**config.mk**
```make
export PLATFORM = sky130hd
export DESIGN_NAME = dram_controller
export DESIGN_NICKNAME = d
export VERILOG_FILES = /design/src/rtl/dram_ctrl_pkg.sv /design/src/rtl/dram_refresh_timer.sv /design/src/rtl/dram_controller.sv
export SDC_FILE = /design/constraint.sdc
export NUM_CORES = 1
export LEC_CHECK = 0
export CORE_MARGIN = 2
export CORE_UTILIZATION = 47
export CTS_CLUSTER_SIZE = 30
export DETAILED_ROUTE_END_ITERATION = 12
export PLACE_DENSITY = 0.78
export SYNTH_ARGS = -nofsm -noshare
export SYNTH_HDL_FRONTEND = slang
export SYNTH_SLANG_ARGS = --single-unit
export TNS_END_PERCENT = 1
```
**constraint.sdc**
```tcl
create_clock -name clk_i -period 1.85 [get_ports clk_i]
set_clock_uncertainty 0.2 [all_clocks]
set_input_delay 0.555 -clock clk_i [delete_from_list [all_inputs] [get_ports clk_i]]
set_output_delay 0.555 -clock clk_i [all_outputs]
set_load 0.05 [all_outputs]
```
**src/rtl/dram_ctrl_pkg.sv**
```systemverilog
// Shared types and default timing for the FPM DRAM controller.
//   state_e : controller FSM states
//   DEF_*   : default geometry and timing, in CLK cycles
//   max_u   : helper used to size the multiplexed address bus
package dram_ctrl_pkg;

    localparam int unsigned DEF_ROW_BITS     = 11;
    localparam int unsigned DEF_COL_BITS     = 11;
    localparam int unsigned DEF_RCD_CYC      = 1;
    localparam int unsigned DEF_CAS_ACK_CYC  = 1;
    localparam int unsigned DEF_RP_CYC       = 2;
    localparam int unsigned DEF_REF_RAS_CYC  = 3;
    localparam int unsigned DEF_REF_INTERVAL = 240;

    typedef enum logic [2:0] {
        ST_IDLE    = 3'd0,
        ST_ROW     = 3'd1,
        ST_COL     = 3'd2,
        ST_ACK     = 3'd3,
        ST_REF_CAS = 3'd4,
        ST_REF_RAS = 3'd5,
        ST_PRE     = 3'd6
    } state_e;

    function automatic int unsigned max_u(input int unsigned a, input int unsigned b);
        return (a > b) ? a : b;
    endfunction

endpackage

```
**src/rtl/dram_refresh_timer.sv**
```systemverilog
// Free-running refresh interval timer with a sticky request flag.
//   clk_i      : clock
//   rst_i      : asynchronous reset, active-high
//   clr_i      : clears the pending request (refresh has been started)
//   ref_pend_o : refresh requested and not yet started
module dram_refresh_timer
    import dram_ctrl_pkg::*;
#(
    parameter int unsigned REF_INTERVAL = DEF_REF_INTERVAL
) (
    input  logic clk_i,
    input  logic rst_i,
    input  logic clr_i,
    output logic ref_pend_o
);

    localparam int unsigned CNT_W = (REF_INTERVAL > 1) ? $clog2(REF_INTERVAL) : 1;

    logic [CNT_W-1:0] cnt_q;
    logic [CNT_W-1:0] cnt_d;
    logic             pend_q;
    logic             pend_d;
    logic             wrap_c;

    // Count 0..REF_INTERVAL-1; a wrap raises the request, a second wrap is absorbed.
    always_comb begin
        wrap_c = (cnt_q == CNT_W'(REF_INTERVAL - 1));
        cnt_d  = wrap_c ? '0 : cnt_q + CNT_W'(1);
        pend_d = pend_q;
        if (clr_i) begin
            pend_d = 1'b0;
        end
        if (wrap_c) begin
            pend_d = 1'b1;
        end
    end

    always_ff @(posedge clk_i or posedge rst_i) begin
        if (rst_i) begin
            cnt_q  <= '0;
            pend_q <= 1'b0;
        end else begin
            cnt_q  <= cnt_d;
            pend_q <= pend_d;
        end
    end

    assign ref_pend_o = pend_q;

endmodule

```
**src/rtl/dram_controller.sv**
```systemverilog
// FPM DRAM sequencer for the 68000 bus with CAS-before-RAS refresh.
//   clk_i, rst_i        : clock, asynchronous active-high reset
//   as_n_i              : address strobe (active-low)
//   uds_n_i, lds_n_i    : upper/lower data strobes (active-low)
//   rw_i                : 1 = read, 0 = write
//   dram_n_i            : DRAM region select (active-low)
//   addr_i              : CPU word address, {row, col}
//   ma_o                : multiplexed DRAM address
//   ras_n_o             : row strobe (active-low)
//   cas_u_n_o/cas_l_n_o : column strobes for D15-D8 / D7-D0 (active-low)
//   we_n_o              : write enable (active-low)
//   dtack_dram_n_o      : transfer acknowledge (active-low)
module dram_controller
    import dram_ctrl_pkg::*;
#(
    parameter int unsigned ROW_BITS     = DEF_ROW_BITS,
    parameter int unsigned COL_BITS     = DEF_COL_BITS,
    parameter int unsigned RCD_CYC      = DEF_RCD_CYC,
    parameter int unsigned CAS_ACK_CYC  = DEF_CAS_ACK_CYC,
    parameter int unsigned RP_CYC       = DEF_RP_CYC,
    parameter int unsigned REF_RAS_CYC  = DEF_REF_RAS_CYC,
    parameter int unsigned REF_INTERVAL = DEF_REF_INTERVAL
) (
    input  logic                                    clk_i,
    input  logic                                    rst_i,
    input  logic                                    as_n_i,
    input  logic                                    uds_n_i,
    input  logic                                    lds_n_i,
    input  logic                                    rw_i,
    input  logic                                    dram_n_i,
    input  logic [ROW_BITS+COL_BITS-1:0]            addr_i,
    output logic [max_u(ROW_BITS, COL_BITS)-1:0]    ma_o,
    output logic                                    ras_n_o,
    output logic                                    cas_u_n_o,
    output logic                                    cas_l_n_o,
    output logic                                    we_n_o,
    output logic                                    dtack_dram_n_o
);

    localparam int unsigned MA_W    = max_u(ROW_BITS, COL_BITS);
    localparam int unsigned STB_MAX = max_u(max_u(RCD_CYC, CAS_ACK_CYC), max_u(RP_CYC, REF_RAS_CYC));
    localparam int unsigned CNT_W   = (STB_MAX > 1) ? $clog2(STB_MAX) : 1;

    // Registered bus inputs (raw pin levels)
    logic as_n_q, uds_n_q, lds_n_q, rw_q, dram_n_q;

    state_e           state_q, state_d;
    logic [CNT_W-1:0] cnt_q, cnt_d;
    logic [MA_W-1:0]  ma_q, ma_d;
    logic             ras_n_q, ras_n_d;
    logic             cas_u_n_q, cas_u_n_d;
    logic             cas_l_n_q, cas_l_n_d;
    logic             we_n_q, we_n_d;
    logic             dtack_n_q, dtack_n_d;

    logic             ref_pend;
    logic             ref_clr_c;
    logic             access_c;
    logic             ds_any_c;
    logic [MA_W-1:0]  row_c;
    logic [MA_W-1:0]  col_c;

    dram_refresh_timer #(
        .REF_INTERVAL (REF_INTERVAL)
    ) u_ref_timer (
        .clk_i      (clk_i),
        .rst_i      (rst_i),
        .clr_i      (ref_clr_c),
        .ref_pend_o (ref_pend)
    );

    assign row_c    = MA_W'(addr_i[ROW_BITS+COL_BITS-1:COL_BITS]);
    assign col_c    = MA_W'(addr_i[COL_BITS-1:0]);
    assign access_c = ~as_n_q & ~dram_n_q;
    assign ds_any_c = ~uds_n_q | ~lds_n_q;

    // Next state and next outputs. Strobes are decoded from the current state and
    // registered, so they trail the state by one CLK; every output is a flop.
    always_comb begin
        state_d   = state_q;
        cnt_d     = cnt_q + CNT_W'(1);
        ma_d      = ma_q;
        ras_n_d   = 1'b1;
        cas_u_n_d = 1'b1;
        cas_l_n_d = 1'b1;
        we_n_d    = 1'b1;
        dtack_n_d = 1'b1;
        ref_clr_c = 1'b0;

        case (state_q)
            ST_IDLE: begin
                ma_d = row_c;
                if (ref_pend) begin
                    state_d   = ST_REF_CAS;
                    ref_clr_c = 1'b1;
                end else if (access_c) begin
                    state_d = ST_ROW;
                end
            end

            ST_ROW: begin
                if (as_n_q) begin
                    state_d = ST_PRE;
                end else begin
                    ras_n_d = 1'b0;
                    // Early write: WE is low from RAS onward, ahead of any CAS
                    we_n_d  = rw_q;
                    if (cnt_q == CNT_W'(RCD_CYC - 1)) begin
                        state_d = ST_COL;
                    end
                end
            end

            ST_COL: begin
                if (as_n_q) begin
                    state_d = ST_PRE;
                end else begin
                    ras_n_d = 1'b0;
                    we_n_d  = rw_q;
                    ma_d    = col_c;
                    if (ds_any_c) begin
                        cas_u_n_d = uds_n_q;
                        cas_l_n_d = lds_n_q;
                        if (cnt_q == CNT_W'(CAS_ACK_CYC - 1)) begin
                            state_d = ST_ACK;
                        end
                    end else begin
                        // Write data not yet valid: hold CAS off and restart the count
                        cnt_d = '0;
                    end
                end
            end

            ST_ACK: begin
                // Leaving only on AS high guarantees one DTACK per bus cycle
                if (as_n_q) begin
                    state_d = ST_PRE;
                end else begin
                    ras_n_d   = 1'b0;
                    we_n_d    = rw_q;
                    cas_u_n_d = cas_u_n_q;
                    cas_l_n_d = cas_l_n_q;
                    dtack_n_d = 1'b0;
                end
            end

            ST_REF_CAS: begin
                cas_u_n_d = 1'b0;
                cas_l_n_d = 1'b0;
                state_d   = ST_REF_RAS;
            end

            ST_REF_RAS: begin
                cas_u_n_d = 1'b0;
                cas_l_n_d = 1'b0;
                ras_n_d   = 1'b0;
                if (cnt_q == CNT_W'(REF_RAS_CYC - 1)) begin
                    state_d = ST_PRE;
                end
            end

            ST_PRE: begin
                ma_d = row_c;
                if (cnt_q == CNT_W'(RP_CYC - 1)) begin
                    // A waiting access goes straight to ROW; refresh still has priority
                    if (!ref_pend && access_c) begin
                        state_d = ST_ROW;
                    end else begin
                        state_d = ST_IDLE;
                    end
                end
            end

            default: begin
                state_d = ST_IDLE;
            end
        endcase

        // Strobe/precharge counter restarts on every state entry
        if (state_d != state_q) begin
            cnt_d = '0;
        end
    end

    always_ff @(posedge clk_i or posedge rst_i) begin
        if (rst_i) begin
            as_n_q    <= 1'b1;
            uds_n_q   <= 1'b1;
            lds_n_q   <= 1'b1;
            rw_q      <= 1'b1;
            dram_n_q  <= 1'b1;
            state_q   <= ST_IDLE;
            cnt_q     <= '0;
            ma_q      <= '0;
            ras_n_q   <= 1'b1;
            cas_u_n_q <= 1'b1;
            cas_l_n_q <= 1'b1;
            we_n_q    <= 1'b1;
            dtack_n_q <= 1'b1;
        end else begin
            as_n_q    <= as_n_i;
            uds_n_q   <= uds_n_i;
            lds_n_q   <= lds_n_i;
            rw_q      <= rw_i;
            dram_n_q  <= dram_n_i;
            state_q   <= state_d;
            cnt_q     <= cnt_d;
            ma_q      <= ma_d;
            ras_n_q   <= ras_n_d;
            cas_u_n_q <= cas_u_n_d;
            cas_l_n_q <= cas_l_n_d;
            we_n_q    <= we_n_d;
            dtack_n_q <= dtack_n_d;
        end
    end

    assign ma_o           = ma_q;
    assign ras_n_o        = ras_n_q;
    assign cas_u_n_o      = cas_u_n_q;
    assign cas_l_n_o      = cas_l_n_q;
    assign we_n_o         = we_n_q;
    assign dtack_dram_n_o = dtack_n_q;

endmodule

```
=== Word level (Yosys, flattened, before mapping) ===
Index checks and enable logic that the tools add are counted.

* Add/subtract/negate cells: 2
* Equality and inequality tests: 12
* Muxes and demuxes: 35
* Bitwise operators: 6
* Reductions and logical operators: 10

{| class="wikitable"
|+ Operator list
! operator !! count
|-
| $mux W3 || 10
|-
| $pmux W11 S2 || 1
|-
| $pmux W3 S7 || 1
|-
| $mux W1 || 14
|-
| $mux W11 || 1
|-
| $eq A3 B3 Y1 const B || 3
|-
| $add A8 B1 Y8 const B || 1
|-
| $eq A8 B8 Y1 const B || 1
|-
| $mux W2 || 4
|-
| $mux W8 || 1
|-
| $eq A3 B2 Y1 const B || 2
|-
| $pmux W1 S3 || 2
|-
| $ne A2 B2 Y1 const B || 2
|-
| $not A1 Y1 || 4
|-
| $reduce_bool A2 Y1 || 2
|-
| $reduce_or A2 Y1 || 2
|-
| $eq A3 B1 Y1 const B || 1
|-
| $logic_not A3 Y1 || 1
|-
| $ne A3 B3 Y1 || 1
|-
| $reduce_or A3 Y1 || 1
|-
| $add A2 B1 Y2 const B || 1
|-
| $eq A2 B1 Y1 const B || 1
|-
| $eq A2 B2 Y1 const B || 1
|-
| $logic_not A2 Y1 || 1
|-
| other kinds (6) || 6
|}

* Bits in registers: 35
* Bits of input ports: 29
* Output and inout port bits: 16

=== Logic depth before layout (Yosys ltp) ===
* Depth after elaboration: 8
* Gate-level depth with buffers: 6

=== By module ===
A second synthesis with hierarchy kept.

* Cell total of the unflattened synthesis: 159
* Area total of the unflattened synthesis: 1731.7 sq um

{| class="wikitable"
|+ Modules (own cells, without submodules)
! module !! times used !! cells each !! area each (sq um) !! sequential area each (sq um)
|-
| dram_controller || 1 || 119 || 1318.8 || 663.1
|-
| dram_refresh_timer || 1 || 40 || 412.9 || 225.2
|}

=== Worst setup path after synthesis ===
No wires, ideal clock.

* Kind: register to register
* Start point: register state_q[0]
* End point: register ma_q[0] (netlist: ma_o[0])
* Setup time: 0.124 ns
* Arrival: 1.279 ns
* Data required time: 1.526 ns
* Slack: 0.248 ns
* Cell stages (with the launch flop): 5
* Clock period less this slack: 1.602 ns
* Path through: dfrtp_1 nor4b_4 buf_6 mux2i_1 o21ai_1

* Longest elaborated chain between the ends: 4
* Elaborated cells on any way between the ends: 8
* Those cells by class: eq/ne: 3; mux: 1; reduce/logical: 4

{| class="wikitable"
|+ RTL lines
! item !! line !! source
|-
| start: declaration || dram_controller.sv:47 || <nowiki>state_e state_q, state_d;</nowiki>
|-
| start signal: assignment || dram_controller.sv:206 || <nowiki>state_q <= state_d;</nowiki>
|-
| $eq A3 B3 Y1 / $logic_not A3 Y1 (equally long branches) || dram_controller.sv:90 || <nowiki>case (state_q)</nowiki>
|-
| $reduce_or A2 Y1 (no line) || n/a ||
|-
| $reduce_bool A2 Y1 (no line) || n/a ||
|-
| $reduce_and A2 Y1 (no line) || n/a ||
|-
| end signal: assignment || dram_controller.sv:208 || <nowiki>ma_q <= ma_d;</nowiki>
|-
| end: declaration || dram_controller.sv:49 || <nowiki>logic [MA_W-1:0] ma_q, ma_d;</nowiki>
|}

Parallel ways exist; a longest one is shown, timed or not.
A chain may end at the register's enable or synchronous reset.

=== Final worst setup path ===
* Start point: register cas_u_n_q (netlist: cas_u_n_o)
* End point: output cas_u_n_o

{| class="wikitable"
|+ RTL lines
! item !! line !! source
|-
| start: declaration || dram_controller.sv:51 || <nowiki>logic cas_u_n_q, cas_u_n_d;</nowiki>
|-
| start signal: assignment || dram_controller.sv:210 || <nowiki>cas_u_n_q <= cas_u_n_d;</nowiki>
|-
| end: declaration || dram_controller.sv:34 || <nowiki>output logic cas_u_n_o,</nowiki>
|}

No word-level cell between the ends.

==> results.md <==
* Setup bufs post-CTS at 0
* FF+latch area at 890 um^2
* Cell Chain, Critical Path: buf_12
* Min-delay src: cnt_q[0]
* R2R Path End: cnt_q[1]
* Pins Over Slew Limit at 0
* Post-synthesis compound-gate area fraction at 13.4%
* CP Class: reg2out
* Fin. Hold Viols at 0
* Synth warnings at 0
* PostCTS Resize Cnt at 0
* Initial Util at 49.2%
* Largest delay contributor family on the critical path: flip-flops
* Multi-input logic area at 699 um^2
* CP startpoint: cas_u_n_o
* RSZ-0062 raised after global routing: false
* Remaining Overflow, GRT at 0
* FP Rows at 21
* # H-tree levels at 2
* Slew @ Worst Pin at 0.562 ns
* Required time of the critical path at 1.09 ns
* MaxCap Viol Count at 0
* Clk root buf: clkbuf_4
* XOR/XNOR share of the synthesized area at 2.12%
* Mux contribution to synthesized area at 7.87%
* Mapped Avg Cell Area at 10.6 um^2
* 1st-iter DRT viols at 79
* Io pins at 45
* Hold bufs inserted after CTS at 0
* All-Layer GR Usage at 20.2%
* Post-Synth Adder-Cell Area at 3.03%
* Pwr Density at 1650 nW/um^2
* Diodes inserted at 0
* Slew HR at 62.2%
* Syn nets at 189
* Pre-antenna DRT Iters at 4
* Main synth FF type: dfrtp_1
* Cts bufs inserted at 5
* Port-buffer cells at 44
* CP Max Fanout at 2
* Sequential share of the synthesized area at 53.7%
* Clock buffer depth at 2
* Min Tclk post-route at 1.80 ns
* Slowest stage delay, CP at 0.58 ns
* Area growth syn-to-layout at 44.7%
* Crit. End Element: primary output
* Residual DRC at 0
* Hold Path Class: reg2reg
* Crit path buf inv count at 1
* Vias in the first global route at 1437
* Synth Instances at 156
* Routed Antenna Nets at 0
* Worst Hold End: cnt_q[0]
* Fmax at 0.555 GHz
* Setup_tns at 0 ns
* #FFs+latches synth at 35
* Final-layout fill cell count at 248
* Startpoint types: flop
* Die H at 63.3 um
* Reg2Reg Depth at 5
* First-pass GRT wire length at 6250 um
* Clk slew on worst S/H paths at 0.10 ns
* Pleak at 1.01 nW
* Simple-gate portion of the synthesized area at 15.9%
* Arrival @ worst endpoint at 1.05 ns
* Largest net degree at the start of global routing at 36
* Placeable Area at 3360 um^2
* Highest-delay cell along the critical path: dfstp_2
* Max rail drop VDD at 1.18 mV
* Routed len/inst at 14.2 um
* Vias at 1357
* Die footprint at 4010 um^2
* Synth Cell Area at 1650 um^2
* Reg2reg start: state_q[1]
* Ys async rst share at 100%
* Layout cells sized above 1 at 20.3%
* Routability cong. at 0.865
* Dpl hpwl at 2750 um
* Reg-to-reg setup timing slack at 0.14 ns
* Initial antenna violation count at 0
* Status: completed
* X dimension of the die at 63.3 um
* Clock latency on the worst-skew pair at 0.33 ns
* Post-layout util at 71.2%
* CTS tree: done
* Synth cell types at 38
* Final net count at 239
* EDFF count, synth at 0
* Endpoints failing setup at 0
* Largest family of logic cells by synthesized area: simple AND/OR/NAND/NOR gates
* Routed WL at 3600 um
* Vias per cell at 5.36
* Hold path depth at 1
* Final period util at 97.5%
* Clk sink count at 35
## how the worst max path moves through the flow
| stage | cells past startpoint | end | slack, ns |
|---|---|---|---|
| final | 1 | cas_u_n_o | 0.05 |
| after global routing | 1 | cas_l_n_o | 0.007 |
| after CTS | 1 | cas_l_n_o | 0.03 |
| after detailed placement | 4 | ma_o[7] | 0.14 |
| after global placement | 5 | cnt_q[0] | 0.18 |
| after floorplan | 4 | ma_o[0] | 0.25 |
## per-stage QoR
step	cells	setup slack, ns	cell area, um^2	hold WS, ns	power (mW)
after CTS	253	0.0272	2390	0.276	3.98
after detailed placement	245	0.135	2340	0.263	3.58
final	253	0.0468	2390	0.284	3.95
after global routing	253	0.00746	2390	0.328	4.20
after floorplan	156	0.248	1650	0.233	2.50
after global placement	245	0.180	2340	0.251	3.52
## layout by cell type (no fill, tap or decap), drive strengths merged, types with 2 or more instances in the layout
cell / instances
ha: 4
nand2b: 2
clkbuf: 7
buf: 22
nor3: 4
inv: 7
nor2: 6
xor2: 4
and3: 2
a21boi: 2
a211oi: 3
dfstp: 10
a21oi: 5
o21ai: 20
mux2i: 13
nand2: 19
nor4b: 2
nor2b: 4
nand3: 4
dfrtp: 25
clkdlybuf4s50: 28
## power by group
| part | internal, mW | switching [mW] |
|---|---|---|
| clock network | 0.148 | 0.238 |
| logic | 1.10 | 1.17 |
| registers | 1.03 | 0.268 |
## worst register-to-register path, delay by kind of cell (launching register included)
family	cells	cell delay, ns
buffers and inverters	1	0.18
AO/OA/AOI/OAI	3	0.52
AND/OR/NAND/NOR	1	0.27
flip-flops	1	0.45
## synth_stat cells, drive strengths merged (5+ instances only)
library cell | n | area share, %
nand2 | 19 | 4.3
inv | 7 | 1.6
o21ai | 20 | 6.1
nor2 | 6 | 1.4
mux2i | 13 | 7.9
dfstp | 10 | 16
buf | 6 | 2.2
a21oi | 5 | 1.5
dfrtp | 25 | 38
## area by class of cell
type / count / share of cell area (%)
Clock buffer: 7 / 1.88
Clock inverter: 1 / 0.209
Inverter: 7 / 1.10
Multi-Input combinational cell: 107 / 29.2
Sequential cell: 35 / 37.2
Tap cell: 46 / 2.40
Timing Repair Buffer: 50 / 28.0
## state kept, by name (all words and copies together) (netlist names)
signal,cells
ma_o,11
u_ref_timer.cnt_q,8
state_q,3
cnt_q,2
as_n_q,1
cas_l_n_o,1
cas_u_n_o,1
dram_n_q,1
dtack_dram_n_o,1
lds_n_q,1
ras_n_o,1
rw_q,1
u_ref_timer.ref_pend_o,1
uds_n_q,1
we_n_o,1
## layer usage
layer / GRT usage, % / part of all wire [%] / up-vias
met3: 6.07 / 4.2 / 6
met5: 0 / 0 / -
li1: - / - / 646
met1: 22.4 / 40 / 676
met4: 9.51 / 2.1 / 0
met2: 35.4 / 54 / 29
## cell families (layout without fill, tap and decap cells)
family                   Yosys count  in the layout
AND/OR/NAND/NOR                   49             49
AO/OA/AOI/OAI                     37             37
flip-flops                        35             35
buffers and inverters             14             65
multiplexers                      13             13
adder cells (fa/ha/maj)            4              4
XOR/XNOR                           4              4
(Power assumes the default switching activity.)
